**src/rtl/mem_req_arb_pkg.sv**
```systemverilog
// rtl/mem_req_arb_pkg.sv - shared encodings for the memory request arbiter
package mem_req_arb_pkg;

    typedef enum logic [1:0] {
        ST_IDLE  = 2'd0,
        ST_ISSUE = 2'd1,
        ST_WAIT  = 2'd2,
        ST_RESP  = 2'd3
    } state_t;

    typedef enum logic [1:0] {
        ID_I = 2'd0,
        ID_D = 2'd1,
        ID_N = 2'd2
    } req_id_t;

    localparam logic [31:0] DEFAULT_ERR_DATA = 32'hDEAD_BEEF;

endpackage

```
**src/rtl/mem_req_arb_rr_pick3.sv**
```systemverilog
// rtl/mem_req_arb_rr_pick3.sv - combinational 3-way round-robin selector
module rr_pick3 (
    input  logic [2:0] req,
    input  logic [1:0] last,
    output logic [1:0] grant,
    output logic       any
);

    // Search starts at the requester after `last`; an out-of-range last behaves like 2.
    always_comb begin
        grant = 2'd0;
        any   = |req;
        case (last)
            2'd0: begin
                if (req[1])      grant = 2'd1;
                else if (req[2]) grant = 2'd2;
                else             grant = 2'd0;
            end
            2'd1: begin
                if (req[2])      grant = 2'd2;
                else if (req[0]) grant = 2'd0;
                else             grant = 2'd1;
            end
            default: begin
                if (req[0])      grant = 2'd0;
                else if (req[1]) grant = 2'd1;
                else             grant = 2'd2;
            end
        endcase
    end

endmodule

```
**src/rtl/mem_req_arb.sv**
```systemverilog
// rtl/mem_req_arb.sv - round-robin arbiter funnelling I/D/N requests into one
// serialised downstream channel with per-transaction timeout
module mem_req_arb
    import mem_req_arb_pkg::*;
#(
    parameter int               WIDTH    = 32,
    parameter int               TIMEOUT  = 1024,
    parameter logic [WIDTH-1:0] ERR_DATA = WIDTH'(DEFAULT_ERR_DATA)
) (
    input  logic               clk,
    input  logic               rst,
    input  logic               i_req_valid,
    input  logic [WIDTH-1:0]   i_req_addr,
    input  logic [WIDTH-1:0]   i_req_data,
    input  logic [WIDTH/8-1:0] i_req_mask,
    input  logic               d_req_valid,
    input  logic [WIDTH-1:0]   d_req_addr,
    input  logic [WIDTH-1:0]   d_req_data,
    input  logic [WIDTH/8-1:0] d_req_mask,
    input  logic               n_req_valid,
    input  logic [WIDTH-1:0]   n_req_addr,
    input  logic [WIDTH-1:0]   n_req_data,
    input  logic [WIDTH/8-1:0] n_req_mask,
    output logic               i_resp_valid,
    output logic [WIDTH-1:0]   i_resp_data,
    output logic               d_resp_valid,
    output logic [WIDTH-1:0]   d_resp_data,
    output logic               n_resp_valid,
    output logic [WIDTH-1:0]   n_resp_data,
    output logic               m_req_valid,
    output logic [WIDTH-1:0]   m_req_addr,
    output logic [WIDTH-1:0]   m_req_data,
    output logic [WIDTH/8-1:0] m_req_mask,
    input  logic               m_resp_valid,
    input  logic [WIDTH-1:0]   m_resp_data,
    output logic               busy,
    output logic               err_timeout
);

    localparam int CW = (TIMEOUT > 1) ? $clog2(TIMEOUT) : 1;
    localparam logic [CW-1:0] CNT_MAX = CW'((TIMEOUT > 0) ? TIMEOUT - 1 : 0);

    state_t           state;
    state_t           next_state;
    req_id_t          last;
    req_id_t          gnt;
    logic [1:0]       pick_id;
    logic             pick_any;
    logic [CW-1:0]    cnt;
    logic             timeout_hit;
    logic             wait_done;
    logic [WIDTH-1:0] resp_word;

    rr_pick3 u_pick (
        .req   ({n_req_valid, d_req_valid, i_req_valid}),
        .last  (last),
        .grant (pick_id),
        .any   (pick_any)
    );

    assign timeout_hit = (TIMEOUT != 0) && (cnt == CNT_MAX);
    assign wait_done   = m_resp_valid || timeout_hit;
    assign resp_word   = m_resp_valid ? m_resp_data : ERR_DATA;

    always_ff @(posedge clk or negedge rst) begin
        if (!rst) state <= ST_IDLE;
        else      state <= next_state;
    end

    always_comb begin
        next_state   = state;
        m_req_valid  = 1'b0;
        busy         = 1'b1;
        i_resp_valid = 1'b0;
        d_resp_valid = 1'b0;
        n_resp_valid = 1'b0;
        case (state)
            ST_IDLE: begin
                busy = 1'b0;
                if (pick_any) next_state = ST_ISSUE;
            end
            ST_ISSUE: begin
                m_req_valid = 1'b1;
                next_state  = ST_WAIT;
            end
            ST_WAIT: begin
                m_req_valid = 1'b1;
                if (wait_done) next_state = ST_RESP;
            end
            default: begin
                i_resp_valid = (gnt == ID_I);
                d_resp_valid = (gnt == ID_D);
                n_resp_valid = (gnt == ID_N);
                next_state   = ST_IDLE;
            end
        endcase
    end

    // Response data is written into the originator's register on the way into RESP,
    // so the other ports' data registers keep their last values.
    always_ff @(posedge clk or negedge rst) begin
        if (!rst) begin
            last        <= ID_N;
            gnt         <= ID_I;
            m_req_addr  <= '0;
            m_req_data  <= '0;
            m_req_mask  <= '0;
            cnt         <= '0;
            err_timeout <= 1'b0;
            i_resp_data <= '0;
            d_resp_data <= '0;
            n_resp_data <= '0;
        end else begin
            case (state)
                ST_IDLE: begin
                    if (pick_any) begin
                        gnt  <= req_id_t'(pick_id);
                        last <= req_id_t'(pick_id);
                        case (pick_id)
                            2'd0: begin
                                m_req_addr <= i_req_addr;
                                m_req_data <= i_req_data;
                                m_req_mask <= i_req_mask;
                            end
                            2'd1: begin
                                m_req_addr <= d_req_addr;
                                m_req_data <= d_req_data;
                                m_req_mask <= d_req_mask;
                            end
                            default: begin
                                m_req_addr <= n_req_addr;
                                m_req_data <= n_req_data;
                                m_req_mask <= n_req_mask;
                            end
                        endcase
                    end
                end
                ST_ISSUE: cnt <= '0;
                ST_WAIT: begin
                    if (wait_done) begin
                        if (!m_resp_valid) err_timeout <= 1'b1;
                        case (gnt)
                            ID_I:    i_resp_data <= resp_word;
                            ID_D:    d_resp_data <= resp_word;
                            default: n_resp_data <= resp_word;
                        endcase
                    end else begin
                        cnt <= cnt + 1'b1;
                    end
                end
                default: ;
            endcase
        end
    end

endmodule
```
**config.mk**
```make
export PLATFORM = sky130hd
export DESIGN_NAME = mem_req_arb
export DESIGN_NICKNAME = d
export VERILOG_FILES = /design/src/rtl/mem_req_arb_pkg.sv /design/src/rtl/mem_req_arb_rr_pick3.sv /design/src/rtl/mem_req_arb.sv
export SDC_FILE = /design/constraint.sdc
export NUM_CORES = 1
export LEC_CHECK = 0
export ABC_AREA = 1
export CORE_AREA = 3 3 159 161
export CTS_BUF_LIST = sky130_fd_sc_hd__clkbuf_2 sky130_fd_sc_hd__clkbuf_4 sky130_fd_sc_hd__clkbuf_8
export DETAILED_ROUTE_END_ITERATION = 8
export DIE_AREA = 0 0 162 164
export DONT_BUFFER_PORTS = 1
export GPL_TIMING_DRIVEN = 0
export PLACE_DENSITY = 0.54
export REMOVE_ABC_BUFFERS = 1
export SLEW_MARGIN = 30
export SYNTH_ARGS = -nofsm -noshare
export SYNTH_HDL_FRONTEND = slang
export SYNTH_HIERARCHICAL = 1
export SYNTH_SLANG_ARGS = --single-unit
```
**constraint.sdc**
```tcl
create_clock -name clk -period 1.9 [get_ports clk]
set_input_delay 0.285 -clock clk [delete_from_list [all_inputs] [get_ports clk]]
set_output_delay 0.285 -clock clk [all_outputs]
set_load 0.01 [all_outputs]
```
=== After elaboration in Yosys (flattened, before gate mapping) ===
Index checks and enable logic that the tools add are counted.

* Bits in registers: 181
* Input port bits: 242
* Output and inout bits: 170
* Logic and storage cells: 62

* Add/sub/neg operators: 1
* Eq/ne operators: 10
* Multiplexer cells: 21
* Bitwise logic cells: 2
* Reductions and logical operators: 17

{| class="wikitable"
|+ Operator list
! kind !! count
|-
| one-hot mux 32 bit (2 select lines) || 2
|-
| two-way mux 32 bit || 1
|-
| one-hot mux 10 bit (2 select lines) || 1
|-
| two-way mux 2 bit || 7
|-
| AND reduction 3 bit || 4
|-
| adder 10 x 1 -> 10 bit, second input constant || 1
|-
| equality test 10 bit, second input constant || 1
|-
| two-way mux 10 bit || 1
|-
| equality test 2 x 1 -> 1 bit, second input constant || 4
|-
| zero test 2 bit || 4
|-
| one-hot mux 4 bit (2 select lines) || 1
|-
| two-way mux 1 bit || 6
|-
| != test 2 bit, second input constant || 3
|-
| one-hot mux 2 bit (3 select lines) || 1
|-
| AND reduction 2 bit || 3
|-
| OR reduction 3 bit || 2
|-
| equality test 2 bit, second input constant || 2
|-
| one-hot mux 2 bit (2 select lines) || 1
|-
| OR reduction 2 bit || 2
|-
| NOT 1 bit || 2
|-
| nonzero test 2 bit || 1
|-
| logical OR 1 bit || 1
|}

=== Logic depth before layout (Yosys ltp) ===
Gate-level depths: netlist (run 1).

* Depth in word-level cells: 5
* Depth in mapped cells: 10
* Gate-level depth less buffers: 8

=== Hierarchy ===
The synthesis (run 1) kept the hierarchy.

{| class="wikitable"
|+ Modules (own cells, without submodules)
! module !! times used !! cells each !! area each (um2)
|-
| mem_req_arb || 1 || 1020 || 8445.6
|-
| rr_pick3 || 1 || 16 || 66.3
|}

=== Worst setup path before layout (run 1) ===
Ideal clock, no wire load.

* Kind: register to register
* Start: register last[1]
* End: register m_req_addr[11]
* Arrival time: 1.634 ns
* Required time: 1.818 ns
* Setup slack: 0.184 ns
* Cell stages (with the launch flop): 10
* Buffers on the path: 3
* Clock period less this slack: 1.716 ns
* Cells stage by stage: dfstp_2 nor2_1 o21ai_1 nand2_1 buf_2 nor2_1 buf_2 buf_2 nand2_1 a31oi_1

* Word-level cells in the longest chain between the ends: 4
* Elaborated cells between the ends (all ways): 6
* Classes of those cells: eq/ne: 2; mux: 2; reduce/logical: 2

{| class="wikitable"
|+ RTL lines
! item !! RTL line !! source
|-
| from (decl) || mem_req_arb.sv:45 || <nowiki>req_id_t last;</nowiki>
|-
| from (signal assigned) || mem_req_arb.sv:118 || <nowiki>last <= req_id_t'(pick_id);</nowiki>
|-
| equality test 2 x 1 -> 1 bit or zero test 2 bit (tied branches) || mem_req_arb_rr_pick3.sv:13 || <nowiki>case (last)</nowiki>
|-
| one-hot mux 2 bit (2 select lines) (*) || mem_req_arb_rr_pick3.sv:13 ||
|-
| net pick_id[1] || mem_req_arb.sv:47 || <nowiki>logic [1:0] pick_id;</nowiki>
|-
| equality test 2 x 1 -> 1 bit or zero test 2 bit (tied branches) || mem_req_arb.sv:119 || <nowiki>case (pick_id)</nowiki>
|-
| one-hot mux 32 bit (2 select lines) (*) || mem_req_arb.sv:119 ||
|-
| to (signal assigned) || mem_req_arb.sv:121 || <nowiki>m_req_addr <= i_req_addr;</nowiki>
|-
| to (signal assigned) || mem_req_arb.sv:126 || <nowiki>m_req_addr <= d_req_addr;</nowiki>
|-
| to (signal assigned) || mem_req_arb.sv:131 || <nowiki>m_req_addr <= n_req_addr;</nowiki>
|-
| to (decl) || mem_req_arb.sv:31 || <nowiki>output logic [WIDTH-1:0] m_req_addr,</nowiki>
|}

Mark *: on every way through the listed nets, which the timed path passes. The rest lies on a longest branch.
A chain may end at the register's enable or synchronous reset.

=== Worst setup path in the final report (run 1) ===
* Start: register last[1]
* End: register m_req_data[23]

* Word-level cells in the longest chain between the ends: 4
* Elaborated cells between the ends (all ways): 6
* Classes of those cells: eq/ne: 2; mux: 2; reduce/logical: 2

{| class="wikitable"
|+ RTL lines
! item !! RTL line !! source
|-
| equality test 2 x 1 -> 1 bit or zero test 2 bit (tied branches) || mem_req_arb_rr_pick3.sv:13 ||
|-
| one-hot mux 2 bit (2 select lines) (*) || mem_req_arb_rr_pick3.sv:13 ||
|-
| net pick_id[1] || mem_req_arb.sv:47 ||
|-
| equality test 2 x 1 -> 1 bit or zero test 2 bit (tied branches) || mem_req_arb.sv:119 ||
|-
| one-hot mux 32 bit (2 select lines) (*) || mem_req_arb.sv:119 ||
|-
| to (signal assigned) || mem_req_arb.sv:122 || <nowiki>m_req_data <= i_req_data;</nowiki>
|-
| to (signal assigned) || mem_req_arb.sv:127 || <nowiki>m_req_data <= d_req_data;</nowiki>
|-
| to (signal assigned) || mem_req_arb.sv:132 || <nowiki>m_req_data <= n_req_data;</nowiki>
|-
| to (decl) || mem_req_arb.sv:32 || <nowiki>output logic [WIDTH-1:0] m_req_data,</nowiki>
|}

Marked as above.

==> summary.md, run 1 <==
| Metric | Value |
|---|---|
| Hold Slack | `-496 ps` |
| Synthesized instance count | `around 1000` |
| Layout Nets | `~1500` |
| Crit-path max cell delay | `600 ps` |
| First-pass GRT wire length | `50.8 mm` |
| Reg clk slew, reported paths | `around 120 ps` |
| Cts bufs inserted | `17` |
| DR WL/cell | `about 22 um` |
| Via density | `5.57` |
| Synthesis-to-layout area growth | `38.1%` |
| Setup TNS | `0 ps` |
| Cell mode on critical path | `buf_4` |
| CP max FO | `between 40 and 50` |
| Gr ovfl total | `0` |
| Design area | `11800 um2` |
| Via count | `between 8000 and 9000` |
| Max IR drop VDD | `0.646 mV` |
| Total Routing Usage GR | `24.4%` |
| Port Buffers | `0` |
| Gpl congestion | `~0.84` |
| Initial Util | `a little over a third` |
| Slowest library cell on the worst path | `dfstp_2` |
| Share of layout cells above drive strength 1 | `12.1%` |
| CTS tree | `built` |
| Sequential area share after synthesis | `between 50% and 60%` |
| Final Slew Violations | `0` |
| Yosys Warn Count | `6` |
| Ranking of synthesized cells by area | `dfrtp_1 (53%), nand2_1 (16%), nand4_1 (7.1%), a31oi_1 (5.0%), a21oi_1 (4.3%)` |
| Final min period | `between 1500 and 2000 ps` |
| DIE AREA | `26600 um2` |
| Clk root buf | `clkbuf_8` |
| Largest net degree at the start of global routing | `about 180` |
| Clock network fraction of design power | `~16%` |
| Die Wd | `between 150 and 200 um` |
| Worst rel slew slack | `between 50% and 60%` |
| Post-DP Area | `between 8000 and 9000 um2` |
| Hold crit path type | `in2async` |
| Post-route ant nets | `0` |
| Place WS | `-911 ps` |
| Largest area contributor in the netlist | `dfrtp_1` |
| Leakage | `approximately 5.3 nW` |
| Outcome | `finished, violations left` |
| Startpoint types | `flip-flop` |
| Switch Pwr | `~8.6 mW` |
| Hpwl dp | `between 20 and 25 mm` |
| Critical-path cell list | `buf_4 -> nand3_2 -> nand2_4 -> buf_4 -> buf_12 -> a21oi_1 -> a31oi_1` |
| Final Setup Violations | `0` |
| Setup crit end kind | `flip-flop` |
| Cell Count Post-Placement | `~1300` |
| Logic pwr share | `about two fifths` |
| Row count | `57` |
| Fmax | `between 500 and 600 MHz` |
| Final Hold Viols | `204` |
| DRT Wirelength | `between 30 and 40 mm` |
| Post-Syn Area per Cell | `8.22 um2` |
| DRT iter0 DRCs | `855` |
| Worst-margin pin slew | `roughly 750 ps` |
| Clk_lat worst skew | `~460 ps` |
| CTS sink cnt | `180` |
| CP Buf/Inv Count | `3` |
| Initial antenna violation count | `3` |
| Residual DRC count | `0` |
| Setup ws final | `just over 60 ps` |
| Chip Height | `approximately 160 um` |
| Clock Skew | `about 22 ps` |
| Crit path DAT | `2220 ps` |
| P per Cell Area | `between 1500 and 2000 nW/um2` |
| CTS Buffer Depth | `2` |
| Period utilisation layout | `between 90% and 100%` |
| Sequential Power Share | `44.3%` |
| CP required | `2280 ps` |
| I/O pin count | `412` |
| Switching Share | `between 40% and 50%` |
| Vias in the first global route | `roughly 8500` |
| # fillers | `around 2300` |
| Unique masters post-synth | `26` |
| Core footprint | `24100 um2` |
| FF+latch count, synth | `180` |
| Synth Cell Area | `about 8500 um2` |
| Failing checks | `negative hold slack` |
| CTS Hold Bufs | `~180` |
| Internal cell power | `about 9.6 mW` |
| Critical path class | `reg2reg` |
| Area share of the largest cell type after synthesis | `a little over half` |
| Delay-heaviest family, CP | `flip-flops` |
| Length of the first detailed-routing pass in iterations | `5` |
| CTS H-tree lvls | `4` |
| Non-filler cells, final | `approximately 1600` |
| MaxCap Viol Count | `0` |
-- cell type report --
class | instances | area [um2] | share of cell area, %
flip-flops and latches | 180 | 4510 | 38.3
multi-input cells | 766 | 3840 | 32.7
repair buffers | 225 | 2460 | 20.9
well taps | 324 | 405 | 3.45
clock buffers | 17 | 234 | 1.99
clock inverters | 15 | 208 | 1.77
inverters | 18 | 88.8 | 0.756
diodes | 5 | 12.5 | 0.106
-- state kept, by name (all words and copies together) (netlist names), 4 cells and up --
signal,count
d_resp_data,32
i_resp_data,32
m_req_addr,32
m_req_data,32
n_resp_data,32
cnt,10
m_req_mask,4
-- power groups by stage --
| stage | Combinational (mW) | Clock (mW) | Sequential, mW |
|---|---|---|---|
| global placement | 4.69 | 0 | 8.25 |
| CTS | 6.82 | 2.98 | 8.10 |
| detailed placement | 5.99 | 0 | 8.16 |
| global route | 8.04 | 3.12 | 8.27 |
| finish | 7.26 | 2.91 | 8.10 |
| floorplan | 4.03 | 0 | 7.50 |
-- cells by family (layout without fill, tap and decap cells) --
kind of cell	count (synthesis)	in the layout	synth area share, %
AOI/OAI and AO/OA	155	155	10.1
adders and majority gates	5	5	0.735
DFF	180	180	52.9
other	0	5	0
xor gates and xnor gates	3	3	0.309
and+or+nand+nor	595	603	30.6
buffers and inverters	98	275	5.23
-- metal layers --
layer | share of wire [%] | global-route usage (%)
met5 | 0 | 0
met3 | 9.2 | 6.58
met4 | 4.1 | 11.2
met1 | 37 | 29.9
met2 | 50 | 40.5
-- path summary, 6_finish.rpt --
check / startpoint / end / slack (ps) / depth (start not counted)
hold / removal: rst / n_resp_data[6] / -500 / 0
setup / recovery: last[1] / m_req_data[23] / 60 / 7
hold reg to reg: last[1] / last[1] / 530 / 2
setup reg to reg: last[1] / m_req_data[23] / 60 / 7
min in group clk: m_resp_valid / n_resp_data[14] / -40 / 2
max in group asynchronous: rst / n_resp_data[21] / 1910 / 0
-- layout by cell type, fill, tap and decap left out, types with 2 or more instances in the layout --
master,count
nand2_1,350
buf_4,28
inv_6,3
clkbuf_8,17
clkinv_4,2
ha_1,2
nor2_1,80
nand3_1,18
nand3_2,2
dlygate4sd3_1,177
dfrtp_2,2
inv_8,4
nand3_4,8
buf_16,7
clkinv_8,6
nand4_1,96
a31oi_1,68
xnor2_1,2
or2_2,25
buf_12,9
ha_2,2
bufbuf_16,2
o21ai_0,12
nor2_4,5
dfrtp_1,177
diode_2,5
nand2_4,3
a21oi_1,73
nand2_2,9
inv_1,14
nor3_1,2
inv_2,2
nand2_8,4
-- worst register-to-register path, delay by kind of cell, from the launching register on --
kind / cells / cell delay (ps)
and+or+nand+nor: 2 / 360
buffers and inverters: 3 / 470
DFF: 1 / 600
AOI/OAI and AO/OA: 2 / 350
-- per-stage QoR --
stage	utilization [%]	power [mW]
3_3_place_gp	35.4	12.9
3_5_place_dp	36.9	14.1
4_1_cts	47.6	17.9
6_report	48.8	18.3
2_1_floorplan	-	11.5
5_1_grt	48.8	19.4
-- repair_timing --
| action | in CTS | in global routing |
|---|---|---|
| gates cloned | 8 | 3 |
| pin swaps | 8 | 6 |
| gates resized for setup | 16 | 19 |
| endpoints found under the setup margin | 172 | 143 |
| endpoints found under the hold margin | 273 | 205 |
| buffers inserted | 18 | 16 |
-- synthesized netlist by cell type --
| cell type | number |
|---|---|
| o21ai_1 | 1 |
| nor2_4 | 1 |
| inv_2 | 2 |
| nand2_2 | 2 |
| nor3_1 | 2 |
| xor2_1 | 1 |
| dfstp_2 | 1 |
| buf_4 | 7 |
| clkbuf_1 | 52 |
| a21o_1 | 1 |
| nand4_1 | 96 |
| nor2_2 | 1 |
| dfrtp_1 | 179 |
| ha_1 | 5 |
| a21oi_1 | 73 |
| nand3_4 | 2 |
| inv_1 | 16 |
| nand3_1 | 22 |
| buf_2 | 17 |
| o21ai_0 | 12 |
| xnor2_1 | 2 |
| nor2_1 | 84 |
| or2_2 | 25 |
| nand2_1 | 360 |
| a31oi_1 | 68 |
| buf_6 | 4 |
Note: power is estimated with default switching activity, not from simulation.
==> run 2: changes to the inputs <==
- PLACE_DENSITY: 0.54 -> unset
==> summary.md, run 2 (synthesis gave the netlist of run 1 again) <==
| Metric | Value |
|---|---|
| Max IR drop VDD | `0.692 mV (+7.0%)` |
| Fmax | `542 MHz (-0.35%)` |
| Setup crit end kind | `flip-flop` |
| DRT iter0 DRCs | `1026 (+20%)` |
| Vias in the first global route | `8925 (+4.5%)` |
| Outcome | `finished, violations left` |
| Most frequent cells in the layout | `nand2_1 (353), dlygate4sd3_1 (193), dfrtp_1 (176)` |
| I/O pin count | `412 (unchanged)` |
| Crit-path max cell delay | `430 ps (-170 ps)` |
| Gpl congestion | `0.823 (-1.7%)` |
| Reg clk slew, reported paths | `120 ps (about the same)` |
| Sequential Power Share | `41.9% (-2.4 points)` |
| CP max FO | `15 (-64%)` |
| Startpoint types | `flip-flop` |
| Critical-path cell list | `buf_6 -> inv_1 -> nor2_1 -> nand2_1 -> nand3_2 -> inv_1 -> nor2_4 -> buf_6 -> nand2_1 -> a31oi_1` |
| Residual DRC count | `0 (unchanged)` |
| Final Slew Violations | `0 (unchanged)` |
| Leakage | `5.46 nW (+3.8%)` |
| Clk_lat worst skew | `460 ps (about the same)` |
| Hold Slack | `-494 ps (+1.84 ps)` |
| Cts bufs inserted | `17 (unchanged)` |
| Length of the first detailed-routing pass in iterations | `5 (unchanged)` |
| CP required | `2270 ps (about the same)` |
| Crit path DAT | `2220 ps (about the same)` |
| Clock Skew | `29.6 ps (+7.39 ps)` |
| Unrepaired setup endpoints after global routing | `true` |
| Most common cell after layout, fill and taps aside | `nand2_1` |
| Via count | `8886 (+3.0%)` |
| PnR Total Power | `19.3 mW (+5.4%)` |
| Share of layout cells above drive strength 1 | `12.6% (+0.52 points)` |
| Internal cell power | `10.3 mW (+6.9%)` |
| CTS tree | `built` |
| DIE AREA | `26600 um2 (unchanged)` |
| Critical path class | `reg2reg` |
| CTS H-tree lvls | `4 (unchanged)` |
| Worst rel slew slack | `39.4% (-11 points)` |
| Final Setup Violations | `0 (unchanged)` |
| Slowest library cell on the worst path | `dfrtp_2` |
| Via density | `5.66 (+1.7%)` |
| Clock network fraction of design power | `14.4% (-1.5 points)` |
| Chip Height | `164 um (unchanged)` |
| Worst-margin pin slew | `905 ps (+158 ps)` |
| CTS sink cnt | `180 (unchanged)` |
| Period utilisation layout | `97.1% (+0.34 points)` |
| Final min period | `1840 ps (+6.41 ps)` |
| Total Routing Usage GR | `25.8% (+1.4 points)` |
| Failing checks | `negative hold slack` |
| MaxCap Viol Count | `0 (unchanged)` |
| Synthesis-to-layout area growth | `43.0%` |
| Hpwl dp | `20.6 mm (+1.2%)` |
| Switching Share | `46.5% (-0.74 points)` |
| Final Hold Viols | `180 (-12%)` |
| Cell Count Post-Placement | `1293 (+0.15%)` |
| DRT Wirelength | `36.9 mm (+6.9%)` |
| Initial antenna violation count | `3 (unchanged)` |
| Largest net degree at the start of global routing | `181 (unchanged)` |
| DR WL/cell | `23.5 um (+5.5%)` |
| First-pass GRT wire length | `53.4 mm (+5.1%)` |
| Row count | `57 (unchanged)` |
| CTS Hold Bufs | `193 (+9.0%)` |
| Post-route ant nets | `0 (unchanged)` |
| CTS Buffer Depth | `2 (unchanged)` |
| Non-filler cells, final | `1570 (+1.3%)` |
| Clk root buf | `clkbuf_8` |
| Hold crit path type | `in2async` |
| P per Cell Area | `1580 nW/um2 (+1.8%)` |
| Initial Util | `35.3% (unchanged)` |
| Layout Nets | `1477 (+1.5%)` |
| Core footprint | `24100 um2 (unchanged)` |
| Gr ovfl total | `0 (unchanged)` |
| Logic pwr share | `43.7% (+4.0 points)` |
| Fin util | `50.5% (+1.7 points)` |
| Die Wd | `162 um (unchanged)` |
| Port Buffers | `0 (unchanged)` |
| Switch Pwr | `8.97 mW (+3.8%)` |
run 2: changes by cell type in the layout (fill, tap and decap cells not counted), sizes merged, moves of 2 or more:
cell         change
dlygate4sd3     +16
clkbuf           +6
bufbuf           +2
nand3            -3
run 2: final timing paths:
path / startpoint / to / slack (ps) / cells after the start
max: last[0] / m_req_data[15] / 60 / 10
min: rst / n_resp_data[1] / -490 / 0
max reg2reg: last[0] / m_req_data[15] / 60 / 10
min reg2reg: last[1] / last[1] / 500 / 2
max in group asynchronous: rst / m_req_data[21] / 2020 / 0
min in group clk: n_req_mask[0] / m_req_mask[0] / 40 / 2
run 2: power by group through the flow:
stage	combinational, mW	clock, mW	sequential (mW)
CTS	7.40	2.86	8.03
detailed placement	5.96	0	8.21
global placement	4.68	0	8.17
floorplan	4.03	0	7.50
finish	8.41	2.78	8.07
global route	9.18	2.98	8.27
run 2: worst max-delay path, delay by kind of cell, from the launching register on:
| kind | cells | cell delay (ps) |
|---|---|---|
| AO/OA/AOI/OAI | 1 | 260 |
| AND/OR/NAND/NOR | 5 | 610 |
| flip-flops | 1 | 430 |
| buffers and inverters | 4 | 460 |
run 2: stage by stage:
| stage | TNS, ps | setup WS (ps) | area (um2) |
|---|---|---|---|
| 2_1_floorplan | -362290 | -2450 | 8130 |
| 3_3_place_gp | -761040 | -5750 | 8540 |
| 3_5_place_dp | -102860 | -786 | 8920 |
| 4_1_cts | -37.9 | -19.2 | 11700 |
| 5_1_grt | -463 | -46.9 | 12200 |
| 6_report | 0 | 55.1 | 12200 |
run 2: final cells by class:
type	count	area (um2)
Timing Repair Buffer	249	2890
Timing Repair inverter	1	20.0
Clock buffer	17	234
Tap cell	324	405
Fill cell	2203	11900
Sequential cell	180	4510
Antenna cell	4	10.0
Inverter	18	108
Clock inverter	14	165
Multi-Input combinational cell	763	3830
run 2: what timing repair did:
item / 4_1_cts / 5_1_grt
setup buffers: 20 / 13
pin swaps: 8 / 12
cloned: 10 / 6
hold endpoints to repair: 272 / 180
endpoints found under the setup margin: 173 / 157
gates resized for setup: 27 / 28
run 2: layer usage:
layer  part of all wire [%]  GRT usage, %  wire length, um  vias to the layer above
li1                       -             -                -                     3913
met3                     10          7.97             3720                      115
met4                    4.5          12.1             1660                        0
met5                      0             0                0                        -
met1                     37          30.7            13800                     4284
met2                     48          42.9            17700                      574
==> run 3: changes to the inputs <==
- CELL_PAD_IN_SITES_DETAIL_PLACEMENT: unset -> 0
- CELL_PAD_IN_SITES_GLOBAL_PLACEMENT: unset -> 1
- HOLD_SLACK_MARGIN: unset -> 0.15
- PLACE_DENSITY_LB_ADDON: unset -> 0.1
==> summary.md, run 3 (synthesis gave the netlist of run 1 again) <==
| Metric | Value |
|---|---|
| Sequential Power Share | `43.3% (+1.4 points)` |
| Critical path class | `reg2reg` |
| Cell Count Post-Placement | `1292 (-0.077%)` |
| Clk root buf | `clkbuf_8` |
| Largest net degree at the start of global routing | `181 (unchanged)` |
| Setup crit end kind | `flip-flop` |
| Switching Share | `46.9% (+0.39 points)` |
| Via count | `8676 (-2.4%)` |
| Hold crit path type | `in2async` |
| Place WS | `-709 ps (+76.3 ps)` |
| Slowest library cell on the worst path | `dfstp_2` |
| MaxCap Viol Count | `0 (unchanged)` |
| Crit-path max cell delay | `560 ps (+130 ps)` |
| Vias in the first global route | `8948 (+0.26%)` |
| Delay-heaviest family, CP | `flip-flops` |
| Startpoint types | `flip-flop` |
| Synthesis-to-layout area growth | `46.8%` |
| DR WL/cell | `22.8 um (-3.1%)` |
| Logic pwr share | `41.7% (-2.0 points)` |
| Hold Slack | `-506 ps (-12.3 ps)` |
| Total Routing Usage GR | `25.7% (-0.17 points)` |
| Final Setup Violations | `0 (unchanged)` |
| Failing checks | `negative hold slack` |
| Via density | `5.38 (-4.9%)` |
| First-pass GRT wire length | `53.1 mm (-0.55%)` |
| Length of the first detailed-routing pass in iterations | `5 (unchanged)` |
| Setup TNS | `0 ps (unchanged)` |
| Initial antenna violation count | `0 (-3)` |
| Internal cell power | `9.98 mW (-3.1%)` |
| DRT iter0 DRCs | `727 (-29%)` |
| Period utilisation layout | `97.0% (-0.11 points)` |
| CP max FO | `13 (-2)` |
| Non-filler cells, final | `1612 (+2.7%)` |
| DIE AREA | `26600 um2 (unchanged)` |
| Chip Height | `164 um (unchanged)` |
| Worst rel slew slack | `39.7% (+0.23 points)` |
| Residual DRC count | `0 (unchanged)` |
| Antenna Cells | `0 (-4)` |
| Clock network fraction of design power | `15.0% (+0.6 points)` |
| Layout Nets | `1522 (+3.0%)` |
| Cts bufs inserted | `17 (unchanged)` |
| Share of layout cells above drive strength 1 | `12.0% (-0.61 points)` |
| Die Wd | `162 um (unchanged)` |
| Switch Pwr | `8.83 mW (-1.5%)` |
| Leakage | `5.59 nW (+2.4%)` |
| Final min period | `1840 ps (-2.01 ps)` |
| Post-route ant nets | `0 (unchanged)` |
| CP required | `2290 ps (+20 ps)` |
| Max IR drop VDD | `0.725 mV (+4.9%)` |
| CTS H-tree lvls | `4 (unchanged)` |
| Row count | `57 (unchanged)` |
| Outcome | `finished, violations left` |
| Initial Util | `35.3% (unchanged)` |
| Cell mode on critical path | `clkbuf_16` |
| P per Cell Area | `1500 nW/um2 (-4.9%)` |
| Clock Skew | `21.4 ps (-8.25 ps)` |
| Critical-path cell list | `nor2_1 -> o21ai_4 -> nand2_8 -> buf_16 -> nor2_4 -> clkbuf_16 -> clkbuf_16 -> nand2_1 -> a31oi_1` |
| Met1 wire length | `14.5 mm (+4.8%)` |
| CTS sink cnt | `180 (unchanged)` |
| CTS Hold Bufs | `238 (+23%)` |
| Worst-margin pin slew | `902 ps (-3.38 ps)` |
| Final Slew Violations | `0 (unchanged)` |
| Met3 routed WL | `2.64 mm (-29%)` |
| Most frequent cells in the layout | `nand2_1 (354), dlygate4sd3_1 (238), dfrtp_1 (177)` |
| Hpwl dp | `21.6 mm (+5.2%)` |
| Setup ws final | `57.1 ps (+2.01 ps)` |
| CTS tree | `built` |
| I/O pin count | `412 (unchanged)` |
| Gr ovfl total | `0 (unchanged)` |
| Top Layer Used | `met4` |
| Gpl congestion | `0.760 (-7.7%)` |
| Fin util | `51.8% (+1.3 points)` |
| Clk_lat worst skew | `480 ps (+20 ps)` |
| Met2 WL post-DR | `18.7 mm (+5.3%)` |
| CTS Buffer Depth | `2 (unchanged)` |
| Unrepaired setup endpoints after global routing | `true` |
| Port Buffers | `0 (unchanged)` |
| Reg clk slew, reported paths | `110 ps (about the same)` |
| Final Hold Viols | `180 (unchanged)` |
| CP Buf/Inv Count | `3 (-1)` |
| Most common cell after layout, fill and taps aside | `nand2_1` |
| Fmax | `543 MHz (+0.11%)` |
| Core footprint | `24100 um2 (unchanged)` |
| Crit path DAT | `2240 ps (+20 ps)` |
| DRT Wirelength | `36.7 mm (-0.46%)` |
[run 3: routing by layer]
layer / vias to the layer above / track usage, %
met2: 383 / 44.7
met4: 0 / 9.03
met3: 53 / 6.58
met5: - / 0
li1: 4003 / -
met1: 4237 / 30.9
[run 3: power by group through the flow]
stage          Combinational, mW  Clock (mW)  Sequential [mW]
3_5_place_dp                5.97           0             8.30
5_1_grt                     8.69        3.05             8.36
6_report                    7.84        2.82             8.14
2_1_floorplan               4.03           0             7.50
4_1_cts                     7.11        2.91             8.18
3_3_place_gp                4.64           0             8.32
[run 3: timing repair]
action	4_1_cts	5_1_grt
gates cloned	7	8
setup endpoints to repair	181	164
gates resized for setup	28	15
setup buffers	24	11
endpoints found under the hold margin	346	180
pin swaps	8	10
[run 3: final timing paths]
check	depth (start not counted)	slack (ps)	start	to
max	9	60	last[1]	m_req_data[31]
min	0	-510	rst	i_resp_data[17]
max reg2reg	9	60	last[1]	m_req_data[31]
min reg2reg	2	550	n_resp_data[16]	n_resp_data[16]
max in group asynchronous	0	2070	rst	m_req_data[5]
min in group clk	3	160	m_resp_valid	cnt[0]
[run 3: cell type report]
type	count	area, um2
Fill cell	2316	11600
Clock buffer	17	234
Tap cell	324	405
Timing Repair inverter	1	20.0
Timing Repair Buffer	293	3230
Multi-Input combinational cell	764	3820
Inverter	18	97.6
Clock inverter	15	184
Sequential cell	180	4510
[run 3: metrics by stage]
stage / total power [mW] / cell area, um2
floorplan: 11.5 / 8130
global placement: 13.0 / 8540
detailed placement: 14.3 / 8910
CTS: 18.2 / 12200
global route: 20.1 / 12500
finish: 18.8 / 12500
